`config.mk`:
```
export PLATFORM = sky130hd
export DESIGN_NAME = uart_cmd_ctrl
export DESIGN_NICKNAME = d
export VERILOG_FILES = /design/src/rtl/uart_cmd_ctrl_pkg.sv /design/src/rtl/uart_byte_strobe.sv /design/src/rtl/uart_cmd_ctrl.sv
export SDC_FILE = /design/constraint.sdc
export NUM_CORES = 1
export LEC_CHECK = 0
export ABC_AREA = 1
export CORE_ASPECT_RATIO = 0.6
export CORE_MARGIN = 2
export CORE_UTILIZATION = 57
export CTS_CLUSTER_DIAMETER = 100
export DETAILED_ROUTE_END_ITERATION = 7
export HOLD_SLACK_MARGIN = 0.02
export PLACE_DENSITY = 0.85
export REMOVE_ABC_BUFFERS = 1
export SLEW_MARGIN = 20
export SYNTH_ARGS = -nofsm -noshare
export SYNTH_HDL_FRONTEND = slang
export SYNTH_SLANG_ARGS = --single-unit
```
`constraint.sdc`:
```
create_clock -name clk -period 5.1 [get_ports clk]
set_input_delay 1.275 -clock clk [delete_from_list [all_inputs] [get_ports clk]]
set_output_delay 1.275 -clock clk [all_outputs]
set_load 0.01 [all_outputs]
```
`src/rtl/uart_cmd_ctrl_pkg.sv`:
```
// Shared definitions for the UART command-frame controller: FSM states,
// default sync marker, frame geometry and the frame checksum.
package uart_cmd_ctrl_pkg;

   typedef enum logic [2:0] {
      ST_HUNT  = 3'd0,
      ST_ADDR  = 3'd1,
      ST_DHI   = 3'd2,
      ST_DLO   = 3'd3,
      ST_CHK   = 3'd4,
      ST_ISSUE = 3'd5
   } state_e;

   localparam logic [7:0]  SYNC_BYTE_DEFAULT = 8'hA5;
   localparam int unsigned FRAME_LEN         = 5;

   function automatic logic [7:0] frame_chk(input logic [7:0] addr,
                                            input logic [7:0] data_hi,
                                            input logic [7:0] data_lo);
      return addr ^ data_hi ^ data_lo;
   endfunction

endpackage

```
`src/rtl/uart_byte_strobe.sv`:
```
// Converts the receiver's byte-complete level into a one-cycle strobe and
// presents the byte that belongs to it.
module uart_byte_strobe (
   input  logic       clk,
   input  logic       rst,
   input  logic       rx_status,
   input  logic [7:0] rx_data,
   output logic       byte_stb,
   output logic [7:0] rx_byte
);

   logic       rx_status_q, rx_status_d;
   logic [7:0] data_q, data_d;

   // Delay register resets high so a level already up at reset release is not a byte.
   always_comb begin
      byte_stb    = rx_status & ~rx_status_q;
      rx_status_d = rx_status;
      data_d      = byte_stb ? rx_data : data_q;
      rx_byte     = byte_stb ? rx_data : data_q;
   end

   always_ff @(posedge clk) begin
      if (rst) begin
         rx_status_q <= 1'b1;
         data_q      <= '0;
      end else begin
         rx_status_q <= rx_status_d;
         data_q      <= data_d;
      end
   end

endmodule

```
`src/rtl/uart_cmd_ctrl.sv`:
```
// Assembles 5-byte SYNC/ADDR/DHI/DLO/CHK frames from UART bytes and issues one
// valid/ready write command per good frame, with timeout, overrun and statistics.
module uart_cmd_ctrl
   import uart_cmd_ctrl_pkg::*;
#(
   parameter logic [7:0]  SYNC_BYTE = SYNC_BYTE_DEFAULT,
   parameter logic [15:0] TIMEOUT   = 16'd2000
) (
   input  logic        clk,
   input  logic        rst,
   input  logic [7:0]  rx_data,
   input  logic        rx_status,
   input  logic        cmd_ready,
   output logic        cmd_valid,
   output logic [7:0]  cmd_addr,
   output logic [15:0] cmd_data,
   output logic        err_chk,
   output logic        err_timeout,
   output logic        err_overrun,
   output logic [7:0]  frames_ok,
   output logic [7:0]  frames_bad,
   output logic        busy
);

   logic       byte_stb;
   logic [7:0] rx_byte;

   uart_byte_strobe u_byte_strobe (
      .clk       (clk),
      .rst       (rst),
      .rx_status (rx_status),
      .rx_data   (rx_data),
      .byte_stb  (byte_stb),
      .rx_byte   (rx_byte)
   );

   state_e      state_q, state_d;
   logic [15:0] cnt_q, cnt_d;
   logic [7:0]  addr_q, addr_d, dhi_q, dhi_d, dlo_q, dlo_d;
   logic        err_chk_q, err_chk_d, err_to_q, err_to_d, err_ov_q, err_ov_d;
   logic [7:0]  ok_q, ok_d, bad_q, bad_d;
   logic        inc_ok, inc_bad;

   always_comb begin
      state_d  = state_q;
      cnt_d    = '0;
      addr_d   = addr_q;
      dhi_d    = dhi_q;
      dlo_d    = dlo_q;
      err_chk_d = 1'b0;
      err_to_d  = 1'b0;
      err_ov_d  = 1'b0;
      inc_ok   = 1'b0;
      inc_bad  = 1'b0;

      case (state_q)
         ST_HUNT: begin
            if (byte_stb && rx_byte == SYNC_BYTE) state_d = ST_ADDR;
         end
         ST_ADDR, ST_DHI, ST_DLO, ST_CHK: begin
            // A byte arriving on the timeout cycle takes priority over the timeout.
            if (byte_stb) begin
               case (state_q)
                  ST_ADDR: begin addr_d = rx_byte; state_d = ST_DHI; end
                  ST_DHI:  begin dhi_d  = rx_byte; state_d = ST_DLO; end
                  ST_DLO:  begin dlo_d  = rx_byte; state_d = ST_CHK; end
                  default: begin
                     if (rx_byte == frame_chk(addr_q, dhi_q, dlo_q)) begin
                        inc_ok  = 1'b1;
                        state_d = ST_ISSUE;
                     end else begin
                        err_chk_d = 1'b1;
                        inc_bad   = 1'b1;
                        state_d   = ST_HUNT;
                     end
                  end
               endcase
            end else if (cnt_q == TIMEOUT - 16'd1) begin
               err_to_d = 1'b1;
               inc_bad  = 1'b1;
               state_d  = ST_HUNT;
            end else begin
               cnt_d = cnt_q + 16'd1;
            end
         end
         ST_ISSUE: begin
            if (byte_stb) begin
               err_ov_d = 1'b1;
               inc_bad  = 1'b1;
            end
            if (cmd_ready) state_d = ST_HUNT;
         end
         default: state_d = ST_HUNT;
      endcase

      ok_d  = (inc_ok  && ok_q  != '1) ? ok_q  + 8'd1 : ok_q;
      bad_d = (inc_bad && bad_q != '1) ? bad_q + 8'd1 : bad_q;
   end

   always_ff @(posedge clk) begin
      if (rst) begin
         state_q   <= ST_HUNT;
         cnt_q     <= '0;
         addr_q    <= '0;
         dhi_q     <= '0;
         dlo_q     <= '0;
         err_chk_q <= 1'b0;
         err_to_q  <= 1'b0;
         err_ov_q  <= 1'b0;
         ok_q      <= '0;
         bad_q     <= '0;
      end else begin
         state_q   <= state_d;
         cnt_q     <= cnt_d;
         addr_q    <= addr_d;
         dhi_q     <= dhi_d;
         dlo_q     <= dlo_d;
         err_chk_q <= err_chk_d;
         err_to_q  <= err_to_d;
         err_ov_q  <= err_ov_d;
         ok_q      <= ok_d;
         bad_q     <= bad_d;
      end
   end

   assign cmd_valid   = (state_q == ST_ISSUE);
   assign busy        = (state_q != ST_HUNT);
   assign cmd_addr    = addr_q;
   assign cmd_data    = {dhi_q, dlo_q};
   assign err_chk     = err_chk_q;
   assign err_timeout = err_to_q;
   assign err_overrun = err_ov_q;
   assign frames_ok   = ok_q;
   assign frames_bad  = bad_q;

endmodule

```
==> results.txt, run 1 <==
----------------------------------------------------
[Timing]
  Actual slew at the worst max-slew pin ... 0.895 ns
  Relative slew slack ... 0.402
  Final setup TNS ... 0 ns
  Fin worst setup slack ... 1.50 ns
  Period utilization ... 0.705
  Worst-case clock skew ... 0.00763 ns
  Final number of max-transition violations ... 0
  Final Critical Period ... 3.60 ns
  Count of final hold-check violations ... 0
  Final setup violation count ... 0
  Setup repair after global routing missed its margin ... no
  Highest clock frequency the design can meet ... 278 MHz

[Finish]
  Fin cells ... 653
  Antenna diode instance count ... 0
  Most used cells in the layout excluding fill and tap cells ... nand2_1, dfxtp_1, inv_1
  # nets final ... 583
  Area growth, synth to finish ... 22.7%
  Share of post-route cells with drive strength above 1 ... 0.0681
  Most common cell after layout, fill and taps aside ... nand2_1

[Worst setup path]
  Launching element of the worst setup path ... rx_status
  Critical path required time ... 5.38 ns
  Capturing point of the worst reg2reg path ... frames_bad[3]
  CP endpoint kind ... flip-flop
  Kind of critical path ... input port to flip-flop
  Slowest stage cell on the critical path ... clkdlybuf4s50_1
  Max incr delay on CP ... 0.58 ns
  Capturing instance or port of the critical path ... frames_bad[3]
  Delay-heaviest family, CP ... simple AND/OR/NAND/NOR gates
  Cell depth of the worst setup path ... 17
  Buffers and inverters on the worst path ... 2
  Maximum fanout encountered on the critical timing path ... 19
  Critical path's most frequent cell ... nand2_1
  FF-to-FF setup slack ... 2.72 ns
  Beginning of the worst register-to-register path ... u_byte_strobe.rx_status_q
  Critical path data arrival time ... 3.88 ns
  R2R cell count ... 15
  Crit start category ... input port
  Critical path, cell by cell ... clkdlybuf4s50_1 -> inv_2 -> nor2_4 -> nand2_1 -> nand2_2 -> nand3_1 -> nand2_1 -> nand2_1 -> nor2_2 -> nand2_2 -> nand2_2 -> nand2_1 -> nand2_1 -> nand2_1 -> nand2_1 -> nand2_1 -> a21oi_1

[Placed design]
  Port Buffers ... 56
  Weighted congestion at the end of routability-driven global placement ... 0.915
  Pre-CTS WS ... 1.17 ns
  Cell count after placement ... 637
  Detail Placement HPWL ... 5880 um

[Pwr]
  Share of power burned in combinational logic ... 0.162
  Total internal power ... 0.821 mW
  Power share of the sequential group ... 0.497
  PD cells ... 273 mW/mm2
  Clock group share of total power ... 0.341
  Reported net switching power ... 0.343 mW
  Total leakage power ... 1.70 nW
  Peak ir drop on the vdd network ... 0.160 mV
  Switching part of the total power ... 0.295

[Floorplanning]
  Standard-cell rows ... 21
  Ports placed on the boundary ... 57
  Die X-Extent ... 105 um
  Area of the core ... 0.00573 mm2
  Die area ... 0.00675 mm2
  Starting Density ... 0.606
  Die Y ... 64.4 um

[Detailed routing]
  Via count ... 3412
  Antenna-violating nets left ... 0
  Routed vias/inst ... 5.23
  Routed length per instance ... 12.1 um
  Pre-Repair DR Iteration Count ... 5
  Remaining routing DRC violations ... 0
  Number of DRC markers after the initial detailed-route iteration ... 205
  Routed WL ... 7930 um

[Yosys]
  Number of warnings issued by yosys ... 0
  #FFs+latches synth ... 71
  Cell area after synthesis ... 0.00347 mm2
  Number of instances in the synthesized netlist ... 510
  Number of different library cells in the post-synthesis netlist ... 30
  Sequential fraction of the synthesis area ... 0.410
  Post-Synthesis Mean Instance Area ... 6.81 um2

[Worst hold path]
  Hold Crit Start ... cnt_q[0]
  Worst min-delay path class ... flip-flop to flip-flop

[Clock network]
  Worst-skew pair later-pin latency ... 0.35 ns
  CTS Root Cell ... clkbuf_8
  Total clock sinks ... 71
  H-tree levels ... 3
  Number of buffers added to fix hold violations after cts ... 0
  Number of clock buffers inserted by TritonCTS ... 9
  Clock Tree Buf Depth ... 2
  Number of cells upsized or downsized after cts ... 0
  CTS clock-pin slew for the worst setup and hold paths ... 0.07 ns
  Clock tree from TritonCTS ... built
  Number of setup buffers added after CTS ... 0

[Global route]
  Number of antenna violations at the first check in global routing ... 0
  Maximum number of pins on one net before global-route repair ... 35
  Tot GR Track Use ... 0.245
  Vias in the first global route ... 3100
  First-pass GRT wire length ... 13300 um
  Sum of overflow across all layers after global routing ... 0

[Outcome]
  Status ... completed

[Job]
  Number of maximum-capacitance constraint violations ... 0

----------------------------------------------------
-- final cells by class --
class                      count  area, um2
timing repair buffer          57        568
sequential                    71       1420
clock buffer                  11        141
multi-input combinational    355       1720
tap                           80        100
fill                         446       1470
inverter                      74        278
clock inverter                 5       33.8
-- power groups by stage --
stage	logic (mW)	registers (mW)	clock network, mW
2_1_floorplan	0.122	0.592	0
3_3_place_gp	0.180	0.591	0
3_5_place_dp	0.185	0.592	0
4_1_cts	0.187	0.579	0.405
5_1_grt	0.209	0.581	0.426
6_report	0.189	0.579	0.396
-- flip-flops by register name, summed over array words and instances, names as in the netlist --
register,cells
cnt_q,16
cmd_addr,8
dhi_q,8
dlo_q,8
frames_bad,8
frames_ok,8
u_byte_strobe.data_q,8
state_q,3
err_chk,1
err_overrun,1
err_timeout,1
u_byte_strobe.rx_status_q,1
-- worst register-to-register path, cell delays in order, from the launching register on --
cell and delay [ns]:
dfxtp_1 0.34, nor2_4 0.39, nand2_1 0.13, nand2_2 0.14, nand3_1 0.08, nand2_1 0.07, nand2_1 0.06, nor2_2 0.11
nand2_2 0.08, nand2_2 0.09, nand2_1 0.06, nand2_1 0.07, nand2_1 0.21, nand2_1 0.25, nand2_1 0.10, a21oi_1 0.13
-- cells by family (layout without fill, tap and decap cells) --
logic type,Yosys count,count (layout),synth area share
AOI/OAI and AO/OA,87,87,0.131
adders and majority gates,3,3,0.0108
DFF,71,71,0.410
and+or+nand+nor,253,253,0.322
xor gates and xnor gates,12,12,0.0303
buffers and inverters,84,147,0.0959
-- through the flow --
step / hold slack (ns) / cell area (um2) / total power [mW] / util
floorplan: 0.418 / 3420 / 0.713 / -
global placement: 0.430 / 4080 / 0.770 / 0.713
detailed placement: 0.448 / 4080 / 0.777 / 0.713
CTS: 0.457 / 4260 / 1.17 / 0.744
global route: 0.498 / 4260 / 1.21 / 0.744
finish: 0.453 / 4260 / 1.16 / 0.744
-- cell usage after synthesis (all sizes together) --
cell type    n  area (um2)
o21ai       37         196
nor4b        1        8.76
nor3         5        25.0
nand3b       4        30.0
ha           3        37.5
dfxtp       71        1420
nand3       41         205
inv         73         274
buf          4        32.5
xor2        10        87.6
o211ai       1        7.51
nor2        54         233
o41ai        1        8.76
clkinv       1        3.75
nand4        7        43.8
xnor2        2        17.5
nor4         3        18.8
nand2      134         526
nor3b        3        22.5
a21oi       47         235
o31ai        1        7.51
and3         1        6.26
clkbuf       6        22.5
-- how the worst min path moves through the flow --
stage	end	slack, ns	cells after the start
2_1_floorplan	cnt_q[0]	0.42	1
5_1_grt	cnt_q[0]	0.50	1
3_3_place_gp	cnt_q[0]	0.43	1
6_report	cnt_q[0]	0.45	1
3_5_place_dp	cnt_q[0]	0.45	1
4_1_cts	cnt_q[0]	0.46	1
-- layer usage --
metal,vias to the layer above,wire length (um),track usage
li1,1755,-,-
met1,1543,3880,0.311
met2,101,3450,0.404
met3,13,474,0.0614
met4,0,129,0.0983
met5,-,0,0
(Power assumes the default switching activity.)
==> run 2: changes to the inputs <==
--- a/config.mk
+++ b/config.mk
@@ -8,11 +8,11 @@
 export ABC_AREA = 1
 export CORE_ASPECT_RATIO = 0.6
 export CORE_MARGIN = 2
-export CORE_UTILIZATION = 57
+export CORE_UTILIZATION = 53
 export CTS_CLUSTER_DIAMETER = 100
 export DETAILED_ROUTE_END_ITERATION = 7
 export HOLD_SLACK_MARGIN = 0.02
-export PLACE_DENSITY = 0.85
+export PLACE_DENSITY = 0.79
 export REMOVE_ABC_BUFFERS = 1
 export SLEW_MARGIN = 20
 export SYNTH_ARGS = -nofsm -noshare
==> constraint.sdc (replaced) <==
create_clock -name clk -period 3.45 [get_ports clk]
set_input_delay 0.8625 -clock clk [delete_from_list [all_inputs] [get_ports clk]]
set_output_delay 0.8625 -clock clk [all_outputs]
set_load 0.01 [all_outputs]
==> run 2 against run 1 <==
  * Die area grew 7.2%
  * Sequential cell count is the same
  * Via count shrank 0.38%
  * Non-clock buffer count grew 4
  * Hold slack gained 0.013 ns
  * Critical path type unchanged
  * Critical endpoint is now frames_ok[5]
  * Largest cell class unchanged
  * Largest power group unchanged
==> results.txt, run 2 (synthesized netlist as in run 1, its figures left out) <==
----------------------------------------------------
[Outcome]
  Status ... completed

[Floorplanning]
  Die X-Extent ... 108 um (+3.6%)
  Area of the core ... 0.00622 mm2 (+8.6%)
  Die area ... 0.00723 mm2 (+7.2%)
  Ports placed on the boundary ... 57 (unchanged)
  Die Y ... 66.7 um (+3.5%)
  Starting Density ... 0.558 (-0.0480)
  Standard-cell rows ... 22 (+4.8%)

[Clock network]
  H-tree levels ... 3 (unchanged)
  Clock tree from TritonCTS ... built
  CTS clock-pin slew for the worst setup and hold paths ... 0.07 ns (about the same)
  Number of clock buffers inserted by TritonCTS ... 9 (unchanged)
  Number of setup buffers added after CTS ... 0 (unchanged)
  Clock Tree Buf Depth ... 2 (unchanged)
  Number of cells upsized or downsized after cts ... 0 (unchanged)
  Worst-skew pair later-pin latency ... 0.35 ns (about the same)
  CTS Root Cell ... clkbuf_8
  Number of buffers added to fix hold violations after cts ... 0 (unchanged)
  Total clock sinks ... 71 (unchanged)

[Finish]
  # nets final ... 587 (+0.69%)
  Total area of multi-input combinational cells ... 0.00172 mm2 (unchanged)
  Most used cells in the layout excluding fill and tap cells ... nand2_1, dfxtp_1, inv_1
  Share of post-route cells with drive strength above 1 ... 0.0728 (+0.00473)
  Max FFs per register ... 16 (unchanged)
  Most flop-heavy register ... cnt_q
  Most common cell after layout, fill and taps aside ... nand2_1
  Antenna diode instance count ... 0 (unchanged)
  Combined flip-flop and latch cell area ... 0.00142 mm2 (unchanged)
  Count of fill cells added during filler insertion ... 527 (+18%)
  Area growth, synth to finish ... 25.1%

[Global route]
  Tot GR Track Use ... 0.248 (+0.00342)
  Maximum number of pins on one net before global-route repair ... 33 (-5.7%)
  First-pass GRT wire length ... 13800 um (+4.0%)
  Number of antenna violations at the first check in global routing ... 0 (unchanged)
  Vias in the first global route ... 3089 (-0.35%)
  Sum of overflow across all layers after global routing ... 0 (unchanged)

[Pwr]
  PD cells ... 436 mW/mm2 (+59%)
  Total leakage power ... 1.74 nW (+2.8%)
  Peak ir drop on the vdd network ... 0.226 mV (+42%)
  Reported net switching power ... 0.508 mW (+48%)
  Clock group share of total power ... 0.398 (+0.057)
  Share of power burned in combinational logic ... 0.149 (-0.013)
  Power share of the sequential group ... 0.452 (-0.045)
  Switching part of the total power ... 0.269 (-0.0262)
  Total internal power ... 1.38 mW (+69%)

[Timing]
  Final setup violation count ... 0 (unchanged)
  Setup repair after global routing missed its margin ... no
  Final number of max-transition violations ... 0 (unchanged)
  Relative slew slack ... 0.377 (-0.0254)
  Actual slew at the worst max-slew pin ... 0.933 ns (+0.0381 ns)
  Worst-case clock skew ... 0.00907 ns (+0.00144 ns)
  Final Critical Period ... 2.84 ns
  Period utilization ... 0.823
  Final worst hold slack ... 0.466 ns (+0.0125 ns)
  Highest clock frequency the design can meet ... 352 MHz
  Count of final hold-check violations ... 0 (unchanged)
  Final setup TNS ... 0 ns (unchanged)

[Placed design]
  Detail Placement HPWL ... 6020 um (+2.3%)
  Weighted congestion at the end of routability-driven global placement ... 0.865 (-5.4%)
  Port Buffers ... 56 (unchanged)

[Worst setup path]
  Critical path, cell by cell ... clkdlybuf4s50_1 -> inv_2 -> nor2_4 -> nand2_1 -> nand2_2 -> nand3_1 -> nand2_1 -> nand2_1 -> nor2_2 -> nand2_2 -> nor3_1 -> nand3_1 -> nand2_1 -> a21oi_1
  CP endpoint kind ... flip-flop
  Beginning of the worst register-to-register path ... u_byte_strobe.rx_status_q
  Slowest stage cell on the critical path ... clkdlybuf4s50_1
  Launching element of the worst setup path ... rx_status
  Max incr delay on CP ... 0.60 ns (+0.02 ns)
  R2R cell count ... 15 (unchanged)
  Delay-heaviest family, CP ... simple AND/OR/NAND/NOR gates
  Buffers and inverters on the worst path ... 2 (unchanged)
  Capturing point of the worst reg2reg path ... frames_ok[5]
  Crit start category ... input port
  Critical path's most frequent cell ... nand2_1
  Critical path required time ... 3.67 ns (-1.71 ns)
  Maximum fanout encountered on the critical timing path ... 10 (-9)
  FF-to-FF setup slack ... 1.32 ns (-1.40 ns)
  Kind of critical path ... input port to flip-flop
  Cell depth of the worst setup path ... 14 (-3)
  Critical path data arrival time ... 3.06 ns (-0.82 ns)

[Detailed routing]
  Pre-Repair DR Iteration Count ... 5 (unchanged)
  Via count ... 3399 (-0.38%)
  Routed WL ... 8220 um (+3.7%)
  Remaining routing DRC violations ... 0 (unchanged)
  Antenna-violating nets left ... 0 (unchanged)
  Routed vias/inst ... 5.14 (-1.6%)
  Number of DRC markers after the initial detailed-route iteration ... 201 (-2.0%)
  Routed length per instance ... 12.4 um (+2.4%)

[Worst hold path]
  Hold-critical path endpoint ... cnt_q[0]
  Depth of the worst hold-timing path ... 1 (unchanged)
  Worst min-delay path class ... flip-flop to flip-flop
  Hold Crit Start ... cnt_q[0]

[Job]
  Number of maximum-capacitance constraint violations ... 0 (unchanged)

----------------------------------------------------
==> run 2: area by class of cell <==
class	count	area share
well taps	84	0.0242
repair buffers	61	0.138
flip-flops and latches	71	0.327
clock inverters	3	0.0150
multi-input cells	355	0.395
clock buffers	13	0.0366
inverters	74	0.0640
==> run 2: routing by layer <==
| layer | wire, um | vias to the layer above | track usage |
|---|---|---|---|
| met5 | 0 | - | 0 |
| met4 | 128 | 0 | 0.112 |
| met3 | 491 | 11 | 0.0656 |
| met2 | 3630 | 106 | 0.391 |
| met1 | 3970 | 1527 | 0.321 |
| li1 | - | 1755 | - |
==> run 2: stage by stage <==
step | instance area (um2) | cells | utilization | setup slack (ns) | total power [mW]
global route | 4340 | 661 | 0.698 | 0.366 | 1.97
finish | 4340 | 661 | 0.698 | 0.612 | 1.89
detailed placement | 4120 | 645 | 0.662 | 0.266 | 1.15
floorplan | 3420 | 500 | - | 0.994 | 1.05
global placement | 4120 | 645 | 0.662 | 0.362 | 1.14
CTS | 4340 | 661 | 0.698 | 0.639 | 1.90
==> run 2: power by group through the flow <==
stage | Combinational, mW | Sequential (mW) | Clock [mW]
after floorplan | 0.180 | 0.874 | 0
after global placement | 0.271 | 0.873 | 0
after detailed placement | 0.278 | 0.874 | 0
after CTS | 0.280 | 0.856 | 0.764
after global routing | 0.315 | 0.859 | 0.800
final | 0.282 | 0.856 | 0.754
==> run 2: worst reg2reg max path: stages, from the launching register on <==
cell and delay (ns):
dfxtp_1 0.40, inv_2 0.08, nand2_4 0.15, nand2_1 0.07, nand2_1 0.13, inv_1 0.10
nand2_1 0.07, nand2_1 0.04, inv_1 0.06, nand2_1 0.08, nor2_4 0.11, nand2_2 0.07
nor3_1 0.32, nand3_1 0.17, nand2_1 0.10, a21oi_1 0.06
==> run 2: worst max-delay path by stage <==
stage | to | slack (ns)
global route | frames_bad[3] | 0.37
global placement | frames_ok[4] | 0.36
floorplan | frames_bad[5] | 0.99
finish | frames_ok[5] | 0.61
detailed placement | frames_ok[4] | 0.27
CTS | frames_ok[4] | 0.64
==> run 3: changes to the inputs <==
==> constraint.sdc (replaced) <==
create_clock -name clk -period 2.8 [get_ports clk]
set_input_delay 0.7 -clock clk [delete_from_list [all_inputs] [get_ports clk]]
set_output_delay 0.7 -clock clk [all_outputs]
set_load 0.01 [all_outputs]
==> run 3 against run 2 <==
  * Core utilization increased by 2.5 points
  * Global-route usage increased by 0.13 points
  * First-iteration DRC count increased by 3.5%
  * Setup slack got worse by 0.33 ns
  * Final area increased by 3.5%
  * Sequential power increased by 23%
  * Hold slack got worse by 0.021 ns
  * Critical path depth unchanged
  * Combinational power increased by 41%
  * Sequential share of layout area decreased by 1.1 points
  * Non-clock buffer count increased by 22
  * Critical endpoint is now frames_ok[0]
==> results.txt, run 3 (synthesized netlist as in run 1, its figures left out) <==
----------------------------------------------------
[Clock network]
  Worst-skew pair later-pin latency ... 0.35 ns (about the same)
  H-tree levels ... 3 (unchanged)
  Total clock sinks ... 71 (unchanged)
  CTS Root Cell ... clkbuf_8
  Number of setup buffers added after CTS ... 0 (unchanged)
  Number of cells upsized or downsized after cts ... 0 (unchanged)
  Number of clock buffers inserted by TritonCTS ... 9 (unchanged)
  Clock Tree Buf Depth ... 2 (unchanged)
  Clock tree from TritonCTS ... built
  CTS clock-pin slew for the worst setup and hold paths ... 0.07 ns (about the same)
  Number of buffers added to fix hold violations after cts ... 0 (unchanged)

[Finish]
  Count of fill cells added during filler insertion ... 535 (+1.5%)
  Most flop-heavy register ... cnt_q
  # nets final ... 609 (+3.7%)
  Combined flip-flop and latch cell area ... 0.00142 mm2 (unchanged)
  Total area of multi-input combinational cells ... 0.00172 mm2 (+0.15%)
  Antenna diode instance count ... 0 (unchanged)
  Max FFs per register ... 16 (unchanged)
  Most used cells in the layout excluding fill and tap cells ... nand2_1, dfxtp_1, inv_1
  Share of post-route cells with drive strength above 1 ... 0.110 (+0.0374)
  Most common cell after layout, fill and taps aside ... nand2_1
  Area growth, synth to finish ... 29.5%

[Timing]
  Final setup TNS ... 0 ns (unchanged)
  Count of final hold-check violations ... 0 (unchanged)
  Final Critical Period ... 2.52 ns
  Final setup violation count ... 0 (unchanged)
  Final number of max-transition violations ... 0 (unchanged)
  Highest clock frequency the design can meet ... 396 MHz
  Relative slew slack ... 0.621 (+0.244)
  Worst-case clock skew ... 0.00632 ns (-0.00275 ns)
  Setup repair after global routing missed its margin ... no
  Actual slew at the worst max-slew pin ... 0.560 ns (-0.373 ns)
  Period utilization ... 0.901
  Fin worst setup slack ... 0.278 ns (-0.335 ns)

[Worst setup path]
  Critical path required time ... 3.08 ns (-0.59 ns)
  Critical path's most frequent cell ... nor2_4
  Maximum fanout encountered on the critical timing path ... 10 (unchanged)
  R2R cell count ... 9 (-6)
  Crit start category ... input port
  Slowest stage cell on the critical path ... clkdlybuf4s50_1
  CP endpoint kind ... flip-flop
  Max incr delay on CP ... 0.58 ns (-0.02 ns)
  Buffers and inverters on the worst path ... 3 (+1)
  Delay-heaviest family, CP ... simple AND/OR/NAND/NOR gates
  Critical path data arrival time ... 2.80 ns (-0.26 ns)
  Capturing point of the worst reg2reg path ... cnt_q[15]
  Critical path, cell by cell ... clkdlybuf4s50_1 -> inv_2 -> nor2_4 -> nand2_1 -> nand2_2 -> nand3_1 -> nand2_1 -> nand2_2 -> nor2_4 -> nand4_1 -> nor2_4 -> buf_4 -> o21ai_0 -> a21oi_1
  Beginning of the worst register-to-register path ... cnt_q[2]
  FF-to-FF setup slack ... 0.73 ns (-0.59 ns)
  Kind of critical path ... input port to flip-flop

[Global route]
  Maximum number of pins on one net before global-route repair ... 18 (-45%)
  First-pass GRT wire length ... 14100 um (+2.3%)
  Tot GR Track Use ... 0.250 (+0.00133)
  Number of antenna violations at the first check in global routing ... 0 (unchanged)
  Sum of overflow across all layers after global routing ... 0 (unchanged)
  Vias in the first global route ... 3327 (+7.7%)

[Detailed routing]
  Remaining routing DRC violations ... 0 (unchanged)
  Pre-Repair DR Iteration Count ... 4 (-1)
  Routed vias/inst ... 5.08 (-1.2%)
  Antenna-violating nets left ... 0 (unchanged)
  Routed length per instance ... 12.3 um (-1.4%)
  Routed WL ... 8370 um (+1.8%)
  Number of DRC markers after the initial detailed-route iteration ... 208 (+3.5%)
  Via count ... 3470 (+2.1%)

[Floorplanning]
  Ports placed on the boundary ... 57 (unchanged)
  Die X-Extent ... 108 um (unchanged)
  Starting Density ... 0.558 (unchanged)
  Die Y ... 66.7 um (unchanged)
  Area of the core ... 0.00622 mm2 (unchanged)
  Standard-cell rows ... 22 (unchanged)
  Die area ... 0.00723 mm2 (unchanged)

[Placed design]
  Weighted congestion at the end of routability-driven global placement ... 0.895 (+3.5%)
  Detail Placement HPWL ... 6230 um (+3.5%)
  Port Buffers ... 56 (unchanged)
  Pre-CTS WS ... -0.0838 ns (-0.350 ns)

[Worst hold path]
  Hold Crit Start ... cnt_q[0]
  Worst min-delay path class ... flip-flop to flip-flop
  Hold-critical path endpoint ... cnt_q[0]
  Depth of the worst hold-timing path ... 1 (unchanged)

[Pwr]
  Total leakage power ... 1.85 nW (+5.9%)
  Post-layout total power ... 2.32 mW (+22%)
  Peak ir drop on the vdd network ... 0.352 mV (+56%)
  PD cells ... 516 mW/mm2 (+18%)

[Job]
  Number of maximum-capacitance constraint violations ... 0 (unchanged)

[Outcome]
  Status ... completed

----------------------------------------------------
run 3: cell count changes in the layout (fill, tap and decap cells not counted), sizes merged:
cell    delta
buf       +22
bufinv     -1
clkinv     +1
run 3: per-layer routing:
metal | part of all wire | wire length [um] | track usage | vias up
li1 | - | - | - | 1805
met1 | 0.49 | 4100 | 0.324 | 1558
met2 | 0.44 | 3650 | 0.400 | 85
met3 | 0.054 | 456 | 0.0665 | 22
met4 | 0.020 | 170 | 0.0946 | 0
met5 | 0 | 0 | 0 | -
run 3: worst max-delay path by stage:
| stage | to | slack, ns | depth (start not counted) | startpoint |
|---|---|---|---|---|
| after floorplan | frames_bad[5] | 0.51 | 16 | rx_status |
| after detailed placement | frames_ok[2] | -0.08 | 16 | rx_status |
| after CTS | frames_bad[7] | 0.27 | 17 | rx_status |
| after global placement | frames_ok[2] | -0.03 | 16 | rx_status |
| after global routing | frames_ok[2] | 0.03 | 16 | rx_status |
| final | frames_ok[0] | 0.28 | 14 | rx_status |
run 3: power by group:
group	internal [mW]	switching [mW]
Combinational	0.163	0.235
Sequential	1.03	0.0196
Clock	0.482	0.384
Total	1.68	0.638
run 3: stage by stage:
stage / cell area [um2] / utilization / instances / hold slack (ns)
final: 4500 / 0.723 / 683 / 0.445
after global routing: 4500 / 0.723 / 683 / 0.474
after floorplan: 3420 / - / 500 / 0.418
after global placement: 4280 / 0.689 / 667 / 0.429
after CTS: 4490 / 0.722 / 683 / 0.451
after detailed placement: 4280 / 0.689 / 667 / 0.435
run 3: final cells by class:
type / count / share of cell area
multi-input cells: 355 / 0.382
clock buffers: 13 / 0.0376
clock inverters: 3 / 0.00891
well taps: 84 / 0.0234
inverters: 74 / 0.0618
flip-flops and latches: 71 / 0.316
repair buffers: 83 / 0.170
run 3: worst register-to-register path, cell delays in order, from the launching register on:
cell     delay (ns)
dfxtp_1        0.37
nand3_1        0.12
nor2_1         0.25
nand3_1        0.17
nor4b_1        0.52
nand3_1        0.18
nor2_1         0.15
a21oi_1        0.07
o21ai_0        0.08
inv_1          0.05
